==> config.mk <==
export PLATFORM = sky130hd
export DESIGN_NAME = ram_write_arbiter_flat
export DESIGN_NICKNAME = d
export VERILOG_FILES = /design/src/rtl/scope_pkg.sv /design/src/rtl/ram_write_arbiter_if.sv /design/src/rtl/sample_fifo.sv /design/src/rtl/ram_write_arbiter.sv /design/src/flat_wrapper.sv
export SDC_FILE = /design/constraint.sdc
export NUM_CORES = 1
export LEC_CHECK = 0
export ABC_AREA = 1
export ABC_CLOCK_PERIOD_IN_PS = 6600
export BUFFER_PORTS_ARGS = -buffer_cell sky130_fd_sc_hd__buf_2
export CAP_MARGIN = 15
export CORE_MARGIN = 2
export CORE_UTILIZATION = 35
export DETAILED_ROUTE_END_ITERATION = 6
export SYNTH_ARGS = -nofsm -noshare
export SYNTH_HDL_FRONTEND = slang
export SYNTH_HIERARCHICAL = 1
export SYNTH_SLANG_ARGS = --single-unit
export TNS_END_PERCENT = 5
==> constraint.sdc <==
create_clock -name CLK_50MHZ -period 6.6 [get_ports CLK_50MHZ]
set_input_delay 0.99 -clock CLK_50MHZ [delete_from_list [all_inputs] [get_ports CLK_50MHZ]]
set_output_delay 0.99 -clock CLK_50MHZ [all_outputs]
set_load 0.005 [all_outputs]
==> src/rtl/scope_pkg.sv <==
// Shared scope display constants, bus-owner/FSM enums and the row-to-word mapping.
package scope_pkg;

    localparam int unsigned WORDS_PER_COL = 25;
    localparam int unsigned NUM_COLS      = 640;
    localparam int unsigned NUM_ROWS      = 400;

    typedef enum logic {
        OWN_VGA,
        OWN_WR
    } owner_e;

    typedef enum logic [2:0] {
        ST_IDLE,
        ST_TURN,
        ST_SETUP,
        ST_STROBE,
        ST_RELEASE,
        ST_POP,
        ST_PARK
    } wr_state_e;

    typedef struct packed {
        logic [9:0] x;
        logic [8:0] y;
    } sample_t;

    typedef struct packed {
        logic [4:0] word;
        logic [3:0] bit_idx;
    } row_map_t;

    // Row y lives in 16-row block k = y/16; block 0 is word 0, block k>0 is word 25-k,
    // and the row's bit counts down from the MSB within its word.
    function automatic row_map_t row_to_word(input logic [8:0] y);
        row_map_t   m;
        logic [4:0] k;
        k         = y[8:4];
        m.word    = (k == 5'd0) ? 5'd0 : 5'(WORDS_PER_COL) - k;
        m.bit_idx = 4'd15 - y[3:0];
        return m;
    endfunction

endpackage

==> src/rtl/ram_write_arbiter_if.sv <==
// Sample handshake, VGA pass-through controls and SRAM pin bundle.
interface ram_write_arbiter_if;
    logic        VGA_RAM_ACCESS_OK;
    logic [17:0] VGA_RAM_ADDR;
    logic        VGA_RAM_OE;
    logic        VGA_RAM_WE;
    logic        VGA_RAM_CS;
    logic        SAMPLE_VALID;
    logic        SAMPLE_READY;
    logic [9:0]  SAMPLE_X;
    logic [8:0]  SAMPLE_Y;
    logic [17:0] RAM_ADDR;
    logic [15:0] RAM_DQ_OUT;
    logic        RAM_DQ_OE;
    logic        RAM_OE;
    logic        RAM_WE;
    logic        RAM_CS;
    logic        BUSY;
    logic        DROP;

    modport slave (
        input  VGA_RAM_ACCESS_OK, VGA_RAM_ADDR, VGA_RAM_OE, VGA_RAM_WE, VGA_RAM_CS,
        input  SAMPLE_VALID, SAMPLE_X, SAMPLE_Y,
        output SAMPLE_READY, RAM_ADDR, RAM_DQ_OUT, RAM_DQ_OE, RAM_OE, RAM_WE, RAM_CS,
        output BUSY, DROP
    );

    modport master (
        output VGA_RAM_ACCESS_OK, VGA_RAM_ADDR, VGA_RAM_OE, VGA_RAM_WE, VGA_RAM_CS,
        output SAMPLE_VALID, SAMPLE_X, SAMPLE_Y,
        input  SAMPLE_READY, RAM_ADDR, RAM_DQ_OUT, RAM_DQ_OE, RAM_OE, RAM_WE, RAM_CS,
        input  BUSY, DROP
    );
endinterface

==> src/rtl/sample_fifo.sv <==
// Small synchronous FIFO of plotted samples; exposes the head and the entry behind it.
module sample_fifo
    import scope_pkg::*;
#(
    parameter int unsigned DEPTH = 4
) (
    input  logic                       clk,
    input  logic                       rst,
    input  logic                       push,
    input  sample_t                    push_data,
    input  logic                       pop,
    output sample_t                    head,
    output sample_t                    second,
    output logic [$clog2(DEPTH):0]     count,
    output logic                       full,
    output logic                       empty
);
    localparam int unsigned AW = $clog2(DEPTH);
    localparam int unsigned CW = AW + 1;

    sample_t        mem_q [DEPTH];
    logic [AW-1:0]  wr_ptr_q, wr_ptr_d;
    logic [AW-1:0]  rd_ptr_q, rd_ptr_d;
    logic [CW-1:0]  count_q, count_d;
    logic           do_push, do_pop;

    assign full   = (count_q == CW'(DEPTH));
    assign empty  = (count_q == CW'(0));
    assign count  = count_q;
    assign head   = mem_q[rd_ptr_q];
    assign second = mem_q[rd_ptr_q + AW'(1)];

    // Pointer and occupancy update; a pop frees the slot a simultaneous push needs.
    always_comb begin
        do_pop   = pop && !empty;
        do_push  = push && (!full || do_pop);
        wr_ptr_d = wr_ptr_q;
        rd_ptr_d = rd_ptr_q;
        count_d  = count_q;
        if (do_push) wr_ptr_d = wr_ptr_q + AW'(1);
        if (do_pop)  rd_ptr_d = rd_ptr_q + AW'(1);
        if (do_push && !do_pop)      count_d = count_q + CW'(1);
        else if (!do_push && do_pop) count_d = count_q - CW'(1);
    end

    // Pointer/count registers.
    always_ff @(posedge clk or posedge rst) begin
        if (rst) begin
            wr_ptr_q <= '0;
            rd_ptr_q <= '0;
            count_q  <= '0;
        end else begin
            wr_ptr_q <= wr_ptr_d;
            rd_ptr_q <= rd_ptr_d;
            count_q  <= count_d;
        end
    end

    // Storage array; contents need no reset since occupancy gates every read.
    always_ff @(posedge clk) begin
        if (do_push) mem_q[wr_ptr_q] <= push_data;
    end

endmodule

==> src/rtl/ram_write_arbiter.sv <==
// Shares the waveform SRAM between VGA scan-out and column rewrites of plotted samples.
module ram_write_arbiter #(
    parameter int unsigned FIFO_DEPTH    = 4,
    parameter int unsigned WORDS_PER_COL = scope_pkg::WORDS_PER_COL,
    parameter int unsigned NUM_COLS      = scope_pkg::NUM_COLS,
    parameter int unsigned NUM_ROWS      = scope_pkg::NUM_ROWS
) (
    input  logic               CLK_50MHZ,
    input  logic               MASTER_RST,
    ram_write_arbiter_if.slave bus
);
    localparam int unsigned CW = $clog2(FIFO_DEPTH) + 1;

    scope_pkg::wr_state_e state_q, state_d;
    scope_pkg::owner_e    owner;
    scope_pkg::sample_t   in_smp, head, second;
    scope_pkg::row_map_t  map;
    logic [4:0]           word_q, word_d;
    logic                 drop_q, drop_d;
    logic                 fifo_push, fifo_pop, full, empty;
    logic [CW-1:0]        count;
    logic                 head_ok, second_ok, last_word;
    logic [17:0]          wr_addr;
    logic [15:0]          wr_dq;
    logic                 wr_cs, wr_we, wr_dq_oe;

    // Input side: clamp rows below the plot area, accept whenever there is room.
    always_comb begin
        in_smp.x         = bus.SAMPLE_X;
        in_smp.y         = (bus.SAMPLE_Y > 9'(NUM_ROWS - 1)) ? 9'(NUM_ROWS - 1) : bus.SAMPLE_Y;
        bus.SAMPLE_READY = !full && !MASTER_RST;
        fifo_push        = bus.SAMPLE_VALID && bus.SAMPLE_READY;
    end

    sample_fifo #(.DEPTH(FIFO_DEPTH)) u_fifo (
        .clk       (CLK_50MHZ),
        .rst       (MASTER_RST),
        .push      (fifo_push),
        .push_data (in_smp),
        .pop       (fifo_pop),
        .head      (head),
        .second    (second),
        .count     (count),
        .full      (full),
        .empty     (empty)
    );

    assign head_ok   = (head.x < 10'(NUM_COLS));
    assign second_ok = (second.x < 10'(NUM_COLS));
    assign last_word = (word_q == 5'(WORDS_PER_COL - 1));
    assign map       = scope_pkg::row_to_word(head.y);

    // Next-state: off-screen heads are discarded from IDLE, and the word index survives a park.
    always_comb begin
        state_d  = state_q;
        word_d   = word_q;
        drop_d   = 1'b0;
        fifo_pop = 1'b0;
        case (state_q)
            scope_pkg::ST_IDLE: begin
                if (!empty) begin
                    if (!head_ok) begin
                        fifo_pop = 1'b1;
                        drop_d   = 1'b1;
                    end else if (bus.VGA_RAM_ACCESS_OK) begin
                        state_d = scope_pkg::ST_TURN;
                    end
                end
            end
            scope_pkg::ST_TURN:   state_d = scope_pkg::ST_SETUP;
            scope_pkg::ST_SETUP:  state_d = scope_pkg::ST_STROBE;
            scope_pkg::ST_STROBE: state_d = scope_pkg::ST_RELEASE;
            scope_pkg::ST_RELEASE: begin
                if (last_word) begin
                    state_d = scope_pkg::ST_POP;
                end else begin
                    word_d  = word_q + 5'd1;
                    state_d = bus.VGA_RAM_ACCESS_OK ? scope_pkg::ST_SETUP : scope_pkg::ST_PARK;
                end
            end
            scope_pkg::ST_POP: begin
                fifo_pop = 1'b1;
                word_d   = 5'd0;
                if (count > CW'(1) && second_ok && bus.VGA_RAM_ACCESS_OK)
                    state_d = scope_pkg::ST_SETUP;
                else
                    state_d = scope_pkg::ST_PARK;
            end
            scope_pkg::ST_PARK: state_d = scope_pkg::ST_IDLE;
            default:            state_d = scope_pkg::ST_IDLE;
        endcase
    end

    // State, word index and drop pulse registers; reset abandons any column in flight.
    always_ff @(posedge CLK_50MHZ or posedge MASTER_RST) begin
        if (MASTER_RST) begin
            state_q <= scope_pkg::ST_IDLE;
            word_q  <= 5'd0;
            drop_q  <= 1'b0;
        end else begin
            state_q <= state_d;
            word_q  <= word_d;
            drop_q  <= drop_d;
        end
    end

    // Writer-side bus decode from the current state and word.
    always_comb begin
        wr_cs    = 1'b1;
        wr_we    = 1'b1;
        wr_dq_oe = 1'b0;
        wr_dq    = 16'h0000;
        wr_addr  = 18'(head.x) * 18'(WORDS_PER_COL) + 18'(word_q);
        case (state_q)
            scope_pkg::ST_SETUP, scope_pkg::ST_STROBE, scope_pkg::ST_RELEASE: begin
                wr_cs    = 1'b0;
                wr_dq_oe = 1'b1;
                wr_we    = (state_q != scope_pkg::ST_STROBE);
                if (word_q == map.word) wr_dq = 16'(1) << map.bit_idx;
            end
            default: ;
        endcase
    end

    // Pin mux: VGA controls pass straight through whenever the writer does not own the bus.
    always_comb begin
        owner          = (state_q == scope_pkg::ST_IDLE) ? scope_pkg::OWN_VGA : scope_pkg::OWN_WR;
        bus.RAM_ADDR   = bus.VGA_RAM_ADDR;
        bus.RAM_OE     = bus.VGA_RAM_OE;
        bus.RAM_WE     = bus.VGA_RAM_WE;
        bus.RAM_CS     = bus.VGA_RAM_CS;
        bus.RAM_DQ_OE  = 1'b0;
        bus.RAM_DQ_OUT = wr_dq;
        if (owner == scope_pkg::OWN_WR) begin
            bus.RAM_ADDR  = wr_addr;
            bus.RAM_OE    = 1'b1;
            bus.RAM_WE    = wr_we;
            bus.RAM_CS    = wr_cs;
            bus.RAM_DQ_OE = wr_dq_oe;
        end
        bus.BUSY = !empty;
        bus.DROP = drop_q;
    end

endmodule

==> src/flat_wrapper.sv <==
// flat-port wrapper written by rule: the top's interface ports become plain ports
module ram_write_arbiter_flat 
#(
    parameter int unsigned FIFO_DEPTH    = 4,
    parameter int unsigned WORDS_PER_COL = scope_pkg::WORDS_PER_COL,
    parameter int unsigned NUM_COLS      = scope_pkg::NUM_COLS,
    parameter int unsigned NUM_ROWS      = scope_pkg::NUM_ROWS
)
  (CLK_50MHZ, MASTER_RST, bus_VGA_RAM_ACCESS_OK, bus_VGA_RAM_ADDR, bus_VGA_RAM_OE, bus_VGA_RAM_WE, bus_VGA_RAM_CS, bus_SAMPLE_VALID, bus_SAMPLE_X, bus_SAMPLE_Y, bus_SAMPLE_READY, bus_RAM_ADDR, bus_RAM_DQ_OUT, bus_RAM_DQ_OE, bus_RAM_OE, bus_RAM_WE, bus_RAM_CS, bus_BUSY, bus_DROP);
  ram_write_arbiter_if bus_i ();
  input  logic CLK_50MHZ;
  input  logic MASTER_RST;
  input wire logic [$bits(bus_i.VGA_RAM_ACCESS_OK)-1:0] bus_VGA_RAM_ACCESS_OK;
  input wire logic [$bits(bus_i.VGA_RAM_ADDR)-1:0] bus_VGA_RAM_ADDR;
  input wire logic [$bits(bus_i.VGA_RAM_OE)-1:0] bus_VGA_RAM_OE;
  input wire logic [$bits(bus_i.VGA_RAM_WE)-1:0] bus_VGA_RAM_WE;
  input wire logic [$bits(bus_i.VGA_RAM_CS)-1:0] bus_VGA_RAM_CS;
  input wire logic [$bits(bus_i.SAMPLE_VALID)-1:0] bus_SAMPLE_VALID;
  input wire logic [$bits(bus_i.SAMPLE_X)-1:0] bus_SAMPLE_X;
  input wire logic [$bits(bus_i.SAMPLE_Y)-1:0] bus_SAMPLE_Y;
  output wire logic [$bits(bus_i.SAMPLE_READY)-1:0] bus_SAMPLE_READY;
  output wire logic [$bits(bus_i.RAM_ADDR)-1:0] bus_RAM_ADDR;
  output wire logic [$bits(bus_i.RAM_DQ_OUT)-1:0] bus_RAM_DQ_OUT;
  output wire logic [$bits(bus_i.RAM_DQ_OE)-1:0] bus_RAM_DQ_OE;
  output wire logic [$bits(bus_i.RAM_OE)-1:0] bus_RAM_OE;
  output wire logic [$bits(bus_i.RAM_WE)-1:0] bus_RAM_WE;
  output wire logic [$bits(bus_i.RAM_CS)-1:0] bus_RAM_CS;
  output wire logic [$bits(bus_i.BUSY)-1:0] bus_BUSY;
  output wire logic [$bits(bus_i.DROP)-1:0] bus_DROP;
  assign bus_i.VGA_RAM_ACCESS_OK = bus_VGA_RAM_ACCESS_OK;
  assign bus_i.VGA_RAM_ADDR = bus_VGA_RAM_ADDR;
  assign bus_i.VGA_RAM_OE = bus_VGA_RAM_OE;
  assign bus_i.VGA_RAM_WE = bus_VGA_RAM_WE;
  assign bus_i.VGA_RAM_CS = bus_VGA_RAM_CS;
  assign bus_i.SAMPLE_VALID = bus_SAMPLE_VALID;
  assign bus_i.SAMPLE_X = bus_SAMPLE_X;
  assign bus_i.SAMPLE_Y = bus_SAMPLE_Y;
  assign bus_SAMPLE_READY = bus_i.SAMPLE_READY;
  assign bus_RAM_ADDR = bus_i.RAM_ADDR;
  assign bus_RAM_DQ_OUT = bus_i.RAM_DQ_OUT;
  assign bus_RAM_DQ_OE = bus_i.RAM_DQ_OE;
  assign bus_RAM_OE = bus_i.RAM_OE;
  assign bus_RAM_WE = bus_i.RAM_WE;
  assign bus_RAM_CS = bus_i.RAM_CS;
  assign bus_BUSY = bus_i.BUSY;
  assign bus_DROP = bus_i.DROP;
  ram_write_arbiter #(.FIFO_DEPTH(FIFO_DEPTH), .WORDS_PER_COL(WORDS_PER_COL), .NUM_COLS(NUM_COLS), .NUM_ROWS(NUM_ROWS)) u_core (.CLK_50MHZ(CLK_50MHZ), .MASTER_RST(MASTER_RST), .bus(bus_i));
endmodule
==> metrics, run 1 <==
Initial Util 35.83%; met2 GRT Util 24.80%; Worst Path Required 5.61 ns; initial antenna violation count 0; wire per inst 12.77 microns; Die H 134.5 microns; core box area 0.01664 sq mm; largest buffer count on any clock path 2; Max Clk Rate 188.1 MHz; post-layout net count 880; row count 47; Slew Viols, Final 0; # clock sinks 92; H-tree level count 3; Routed WL 12,760 microns; wire length of the first global-routing pass 20,960 microns; max-cap violation count 0; drt drc 0; TritonRoute pass-1 iters 5; WS Path Type register to primary output; worst rel slew slack 41.91%; crit path time final 5.316 ns; Final Wtd Congestion 0.7910; crit-path max FO 41; Clk Tree Root Cell clkbuf_16; Syn Area/Cell 8.556 sq um; GRT overflow 0; CP startpoint kind register; crit path DAT 4.33 ns; CP Capture Type primary output; Mapped Nets 803; Die ar. 0.01810 sq mm; clk_lat worst skew 0.34 ns; Final Hold Viols 0; vias in the first global route 4,390; synth-to-layout area growth 14.77%; most used routing layer met2; outcome complete, no violations; clk_skew 0.009562 ns; Syn Inst Count 697; postcts setup bufs 0; M1 GR Usage 18.87%; mapped cell area 0.005963 sq mm; Clk pin slew, worst setup/hold paths 0.06 ns; I/O Buffers 84; Synthesis Warnings 6; final critical-path share of the clock period 80.54%; TritonCTS Buffers 9; initial DRC count 183; Post-DRT Antenna Nets 0; worst min-delay path class register to register; Final setup viols 0; Finished Cell Area 0.006844 sq mm; RSZ-0062 raised after global routing false; via-per-instance ratio 4.622; # diodes 0; All-Layer GR Usage 14.48%; io pins 85; post-layout util 41.12%; PostCTS Resize Cnt 0; met3 Resource Use GR 2.027%; cts hold-fix bufs 0; HPWL Detailed 9569 microns; DP Area 0.006568 sq mm; CTS tree done; setup TNS 0 ns; vias post-DR 4,617; largest net degree at the start of global routing 42; Die Span X 134.5 microns; share of layout cells above drive strength 1 16.69%; Worst Tran Pin Value 0.8682 ns
[per-layer routing]
metal	vias to the layer above	routed length (microns)
li1	2435	-
met1	2080	6175
met2	88	5884
met3	14	488
met4	0	211
met5	-	0
[sequential cells by signal, summed over array words and instances, names as in the netlist]
name,flops
u_core/word_q,5
u_core/state_q,3
u_core/u_fifo/count,3
u_core/u_fifo/mem_q,76
u_core/bus.DROP,1
u_core/u_fifo/rd_ptr_q,2
u_core/u_fifo/wr_ptr_q,2
[final timing paths]
check	start	to	slack, ns	depth (start not counted)
max	u_core/u_fifo/rd_ptr_q[0]	bus_RAM_ADDR[8]	1.28	18
min	u_core/u_fifo/count[2]	u_core/u_fifo/count[2]	0.52	2
max reg2reg	u_core/u_fifo/rd_ptr_q[0]	u_core/u_fifo/mem_q[2][5]	2.14	16
min reg2reg	u_core/u_fifo/count[2]	u_core/u_fifo/count[2]	0.52	2
max in group asynchronous	MASTER_RST	u_core/bus.DROP	5.65	2
min in group asynchronous	MASTER_RST	u_core/u_fifo/wr_ptr_q[1]	0.63	2
[cells in the final DEF (no fill, tap or decap)]
master / count
clkbuf_16: 9
clkinvlp_4: 1
xnor2_1: 3
fa_1: 9
inv_2: 4
nor3_1: 11
nand4_1: 7
inv_1: 96
or2_0: 1
o21ai_0: 40
or2_2: 8
nand3b_1: 1
ha_1: 53
nor2_4: 3
buf_2: 84
nand2_2: 3
edfxtp_1: 76
nor3_2: 1
o21ai_2: 1
nand2_1: 136
a31oi_1: 1
dfrtp_1: 16
nand3_2: 3
a21oi_2: 1
clkinv_1: 1
inv_6: 1
o211ai_1: 1
a21oi_1: 33
o21a_1: 1
nor3b_1: 1
buf_4: 7
a21o_1: 1
nor2_1: 97
xor2_1: 6
clkinv_4: 3
clkinv_2: 1
nand3_1: 39
o21ai_1: 19
[through the flow]
step | setup WS (ns) | hold slack (ns) | std cells
6_report | 1.284 | 0.5173 | 999
5_1_grt | 0.9568 | 0.5579 | 999
4_1_cts | 1.253 | 0.5238 | 999
3_5_place_dp | 1.633 | 0.5101 | 983
3_3_place_gp | 1.700 | 0.5049 | 983
2_1_floorplan | 2.173 | 0.4784 | 697
[critical path, stage by stage, from the launching register on]
cell and delay (ns):
dfrtp_1 0.39, inv_2 0.49, a21oi_1 0.14, o21ai_1 0.11, nand2_1 0.13, ha_1 0.30
inv_1 0.05, fa_1 0.47, fa_1 0.54, inv_1 0.04, ha_1 0.34, a21oi_1 0.24
o21ai_2 0.12, nand2_1 0.07, nand2_1 0.05, or2_2 0.26, nand3_1 0.07, nand2_1 0.05
buf_2 0.12
[cell type report]
cell class	count	area, sq um
multi-input combinational	480	2761
fill	1650	9798
tap	220	275.3
inverter	100	375.4
clock inverter	7	51.30
timing repair buffer	91	473.0
sequential	92	2683
clock buffer	9	225.2
Power of run 1 is left out: the tool's default activity adds up to more than one toggle a clock period on the data nets, which glitch-free logic cannot reach.
==> run 2: changes to the inputs <==
--- a/config.mk
+++ b/config.mk
@@ -6,7 +6,7 @@
 export NUM_CORES = 1
 export LEC_CHECK = 0
 export ABC_AREA = 1
-export ABC_CLOCK_PERIOD_IN_PS = 6600
+export ABC_CLOCK_PERIOD_IN_PS = 4740
 export BUFFER_PORTS_ARGS = -buffer_cell sky130_fd_sc_hd__buf_2
 export CAP_MARGIN = 15
 export CORE_MARGIN = 2
==> constraint.sdc (replaced) <==
create_clock -name CLK_50MHZ -period 4.74 [get_ports CLK_50MHZ]
set_input_delay 0.711 -clock CLK_50MHZ [delete_from_list [all_inputs] [get_ports CLK_50MHZ]]
set_output_delay 0.711 -clock CLK_50MHZ [all_outputs]
set_load 0.005 [all_outputs]
==> run 2 against run 1 <==
Against the previous run: core utilization is 1.2 points higher; clock-buffer cell count rose by 1; register-to-register slack lost 1.0 ns; first-iteration DRC count is 59% higher; critical path type unchanged; design area up 2.9%.
==> metrics, run 2 (synthesis results as in run 1) <==
wire per inst 12.65 microns; Worst Tran Pin Value 0.5631 ns; # diodes 0; Inst Count DP 986; Die H 134.5 microns; Max Clk Rate 218.5 MHz; Die ar. 0.01810 sq mm; Slew Viols, Final 0; crit-path max FO 9; CP top delay family adder cells; share of layout cells above drive strength 1 19.92%; largest stage delay on the critical path 0.56 ns; CTS tree done; drt drc 0; CP max stage cell fa_1; HPWL Detailed 9624 microns; vias in the first global route 4,384; FF-to-FF path depth 22; post-layout util 42.34%; largest net degree at the start of global routing 23; cts hold-fix bufs 0; clk_skew 0.01013 ns; max-cap violation count 0; Initial Util 35.83%; outcome complete, no violations; CP startpoint kind register; post-layout net count 889; worst min-delay path class input pin to asynchronous set/reset pin; Final Wtd Congestion 0.8215; Finished Cell Area 0.007046 sq mm; I/O Buffers 84; initial antenna violation count 1; commonest non-fill, non-tap cell in the layout nand2_1; TritonCTS Buffers 9; non-filler cells, final 1,008; Die Span X 134.5 microns; clk_lat worst skew 0.34 ns; wire length of the first global-routing pass 20,780 microns; # clock sinks 92; Clk Tree Root Cell clkbuf_16; synth-to-layout area growth 18.15%; H-tree level count 3; final critical-path share of the clock period 96.56%; Clk pin slew, worst setup/hold paths 0.07 ns; CP Capture Type primary output; row count 47; max reg flops 76; worst r2r src u_core/u_fifo/rd_ptr_q[0]; largest register by flop count u_core/u_fifo/mem_q; TritonRoute pass-1 iters 4; Regs by FF count u_core/u_fifo/mem_q: 76 flops, u_core/word_q: 5 flops; initial DRC count 291; All-Layer GR Usage 14.35%; via-per-instance ratio 4.603; most frequent cells in the layout 133 x nand2_1, 96 x nor2_1, 96 x inv_1, 84 x buf_2, 76 x edfxtp_1; GRT overflow 0; Fill cells 1,632; Worst Path Required 4.03 ns; vias post-DR 4,640; core box area 0.01664 sq mm; io pins 85; CP bufs+invs 4; Routed WL 12,750 microns; crit path DAT 3.87 ns; RR Endpoint u_core/u_fifo/count[2]; largest buffer count on any clock path 2; worst-path cell chain clkinv_4 -> buf_4 -> nor2_1 -> nor2_1 -> o21ai_0 -> nand2_1 -> ha_1 -> ha_4 -> fa_1 -> ha_2 -> a21oi_2 -> nand2_2 -> inv_1 -> o21ai_0 -> or2_2 -> nand3_1 -> nand2_1 -> buf_2; Final setup viols 0; crit path time final 4.577 ns; RSZ-0062 raised after global routing true; r2r setup slk 1.12 ns; DP Area 0.006590 sq mm; WS Path Type register to primary output; worst rel slew slack 62.42%; Post-DRT Antenna Nets 0; Final Hold Viols 0
==> run 2: cell types whose count changed in the layout (fill, tap and decap cells not counted), sizes merged <==
| cell | before | now |
|---|---|---|
| inv | 101 | 102 |
| clkinvlp | 1 | 0 |
| clkbuf | 9 | 10 |
| bufinv | 0 | 1 |
| buf | 91 | 100 |
| clkinv | 5 | 3 |
==> run 2: cell type report <==
type | instances | area [sq um] | area share [%]
clock buffer | 10 | 229.0 | 3.250
clock inverter | 6 | 71.32 | 1.012
inverter | 100 | 382.9 | 5.434
multi-input combinational | 480 | 2855 | 40.53
sequential | 92 | 2684 | 38.09
tap | 220 | 275.3 | 3.907
timing repair buffer | 100 | 548.0 | 7.778
==> run 2: per-layer routing <==
layer	global-route usage [%]	vias up	routed length (microns)
met2	24.55	107	6081
met5	0	-	13
met3	2.140	11	589
met4	4.211	2	106
met1	18.92	2069	5958
li1	-	2451	-
==> run 2: worst max path at each step <==
stage	cells past startpoint	startpoint	slack [ns]	end
floorplan	19	u_core/u_fifo/rd_ptr_q[0]	0.59	bus_RAM_ADDR[8]
global placement	18	u_core/u_fifo/rd_ptr_q[0]	0.39	bus_RAM_ADDR[8]
detailed placement	18	u_core/u_fifo/rd_ptr_q[0]	0.28	bus_RAM_ADDR[8]
CTS	17	u_core/u_fifo/rd_ptr_q[0]	0.02	bus_RAM_ADDR[8]
global route	18	u_core/u_fifo/rd_ptr_q[0]	-0.08	bus_RAM_ADDR[7]
finish	18	u_core/u_fifo/rd_ptr_q[0]	0.16	bus_RAM_ADDR[7]
==> run 2: through the flow <==
stage	setup slack (ns)	setup TNS (ns)	hold slack (ns)
2_1_floorplan	0.5920	0	0.4784
3_3_place_gp	0.3950	0	0.5110
3_5_place_dp	0.2839	0	0.5129
4_1_cts	0.02349	0	0.3632
5_1_grt	-0.08486	-0.2942	0.3794
6_report	0.1630	0	0.3610
==> run 2: timing repair <==
action	4_1_cts	5_1_grt
setup endpoints to repair	2	10
setup buffers	0	6
resized for setup	4	25
cloned	0	0
pin swaps	0	9
==> run 2: worst reg2reg max path, delay by kind of cell (launching register included) <==
family	cells	cell delay, ns
simple gates	10	1.07
fa+ha+maj	3	0.81
flops	1	0.42
buf+inv	6	0.63
compound gates	3	0.57
Power of run 2 is left out for the same reason.
==> run 3: changes to the inputs <==
--- a/config.mk
+++ b/config.mk
@@ -9,9 +9,13 @@
 export ABC_CLOCK_PERIOD_IN_PS = 4740
 export BUFFER_PORTS_ARGS = -buffer_cell sky130_fd_sc_hd__buf_2
 export CAP_MARGIN = 15
+export CELL_PAD_IN_SITES_DETAIL_PLACEMENT = 0
+export CELL_PAD_IN_SITES_GLOBAL_PLACEMENT = 1
 export CORE_MARGIN = 2
 export CORE_UTILIZATION = 35
 export DETAILED_ROUTE_END_ITERATION = 6
+export GPL_ROUTABILITY_DRIVEN = 0
+export PLACE_DENSITY_LB_ADDON = 0.1
 export SYNTH_ARGS = -nofsm -noshare
 export SYNTH_HDL_FRONTEND = slang
 export SYNTH_HIERARCHICAL = 1
==> run 3 against run 2 <==
Against the previous run: via count up 1.4%; maximum frequency up 0.23%; sequential cell count unchanged; routed wire length up 12%; setup slack better by 0.011 ns; core utilization up 0.92 points; design area up 2.2%; final cell count up 0.69%; first-iteration DRC count down 15%; die area unchanged; sequential share of layout area down 0.81 points; register-to-register slack about the same; highest routed layer is now met4.
==> metrics, run 3 (synthesis results as in run 1) <==
largest buffer count on any clock path 2; Die H 134.5 microns; RR Endpoint u_core/u_fifo/count[2]; clk_skew 0.009150 ns; initial antenna violation count 0; via-per-instance ratio 4.636; largest register by flop count u_core/u_fifo/mem_q; row count 47; Slew Viols, Final 0; most frequent cells in the layout 130 x nand2_1, 96 x inv_1, 95 x nor2_1, 84 x buf_2, 76 x edfxtp_1; Initial Util 35.83%; HPWL Detailed 10,710 microns; Fill cells 1,648; CTS tree done; CP startpoint kind register; max-cap violation count 0; TritonRoute pass-1 iters 4; Inst Count DP 989; crit path time final 4.566 ns; vias in the first global route 4,376; WS Path Type register to primary output; crit path DAT 3.86 ns; Die Span X 134.5 microns; # clock sinks 92; final critical-path share of the clock period 96.34%; clk_lat worst skew 0.35 ns; wire per inst 14.04 microns; vias post-DR 4,706; Worst Path Required 4.03 ns; post-layout net count 896; drt drc 0; share of layout cells above drive strength 1 21.38%; Worst Tran Pin Value 0.6008 ns; Die ar. 0.01810 sq mm; Post-DRT Antenna Nets 0; setup TNS 0 ns; outcome complete, no violations; FF-to-FF path depth 24; Multi-input gate area 0.002907 sq mm; largest net degree at the start of global routing 23; crit-path max FO 11; # diodes 0; r2r setup slk 1.12 ns; uppermost layer routed met4; Clk pin slew, worst setup/hold paths 0.06 ns; non-filler cells, final 1,015; worst min-delay path class input pin to asynchronous set/reset pin; Routed WL 14,250 microns; All-Layer GR Usage 15.91%; CP Capture Type primary output; max reg flops 76; synth-to-layout area growth 20.73%; FF+latch area 0.002684 sq mm; commonest non-fill, non-tap cell in the layout nand2_1; Clk Tree Root Cell clkbuf_16; Final setup viols 0; Worst Slack Setup Final 0.1736 ns; dpl ws 0.2836 ns; Regs by FF count u_core/u_fifo/mem_q: 76 flops, u_core/word_q: 5 flops; I/O Buffers 84; H-tree level count 3; Final Hold Viols 0; routed wl met2 6531 microns; post-layout util 43.26%; GRT overflow 0; wire length of the first global-routing pass 22,340 microns; RSZ-0062 raised after global routing true; routed length on met3 469 microns; core box area 0.01664 sq mm; Post-Route M1 WL 7023 microns; initial DRC count 246; worst rel slew slack 59.76%; io pins 85; TritonCTS Buffers 9; worst r2r src u_core/u_fifo/rd_ptr_q[0]; Max Clk Rate 219.0 MHz
[run 3: how the worst max path moves through the flow]
stage                                          from                to  slack (ns)  depth (start not counted)
after CTS                 u_core/u_fifo/rd_ptr_q[0]   bus_RAM_ADDR[7]        0.01                         18
after floorplan           u_core/u_fifo/rd_ptr_q[0]   bus_RAM_ADDR[8]        0.59                         19
final                     u_core/u_fifo/rd_ptr_q[0]  bus_RAM_ADDR[11]        0.17                         17
after global routing      u_core/u_fifo/rd_ptr_q[0]  bus_RAM_ADDR[14]       -0.03                         20
after detailed placement  u_core/u_fifo/rd_ptr_q[0]   bus_RAM_ADDR[8]        0.28                         19
after global placement    u_core/u_fifo/rd_ptr_q[0]   bus_RAM_ADDR[8]        0.33                         19
[run 3: final cells by class]
type / count / area share [%]
timing repair buffer: 105 / 8.498
timing repair inverter: 2 / 0.1390
tap: 220 / 3.823
multi-input combinational: 480 / 40.37
sequential: 92 / 37.28
clock inverter: 6 / 1.390
inverter: 100 / 5.318
clock buffer: 10 / 3.180
[run 3: layer usage]
metal | up-vias | global-route usage, %
met5 | - | 0
met4 | 0 | 5.848
met3 | 13 | 2.778
met2 | 74 | 25.54
met1 | 2149 | 21.67
li1 | 2470 | -
[run 3: what timing repair did]
action / in CTS / in global routing
gates cloned: 0 / 3
buffers inserted: 0 / 7
pin swaps: 0 / 11
hold buffers: 0 / 0
resized for setup: 3 / 35
setup endpoints to repair: 6 / 11
[run 3: critical path, cell delays in order (launching register included)]
cell,delay [ns]
dfrtp_2,0.47
buf_12,0.17
o21ai_0,0.16
nand2_1,0.12
ha_1,0.31
inv_1,0.07
fa_1,0.44
fa_1,0.55
inv_1,0.06
ha_4,0.30
nand2_1,0.11
o21ai_0,0.20
nand2_1,0.13
nand3_2,0.11
nand2_1,0.06
nand3_1,0.08
nand2_1,0.06
buf_2,0.12
[run 3: per-stage QoR]
step | area (sq um) | hold WS, ns
2_1_floorplan | 5963 | 0.4784
3_3_place_gp | 6613 | 0.5136
3_5_place_dp | 6613 | 0.5167
4_1_cts | 6952 | 0.3436
5_1_grt | 7199 | 0.3517
6_report | 7199 | 0.3518
Power of run 3 is left out for the same reason.
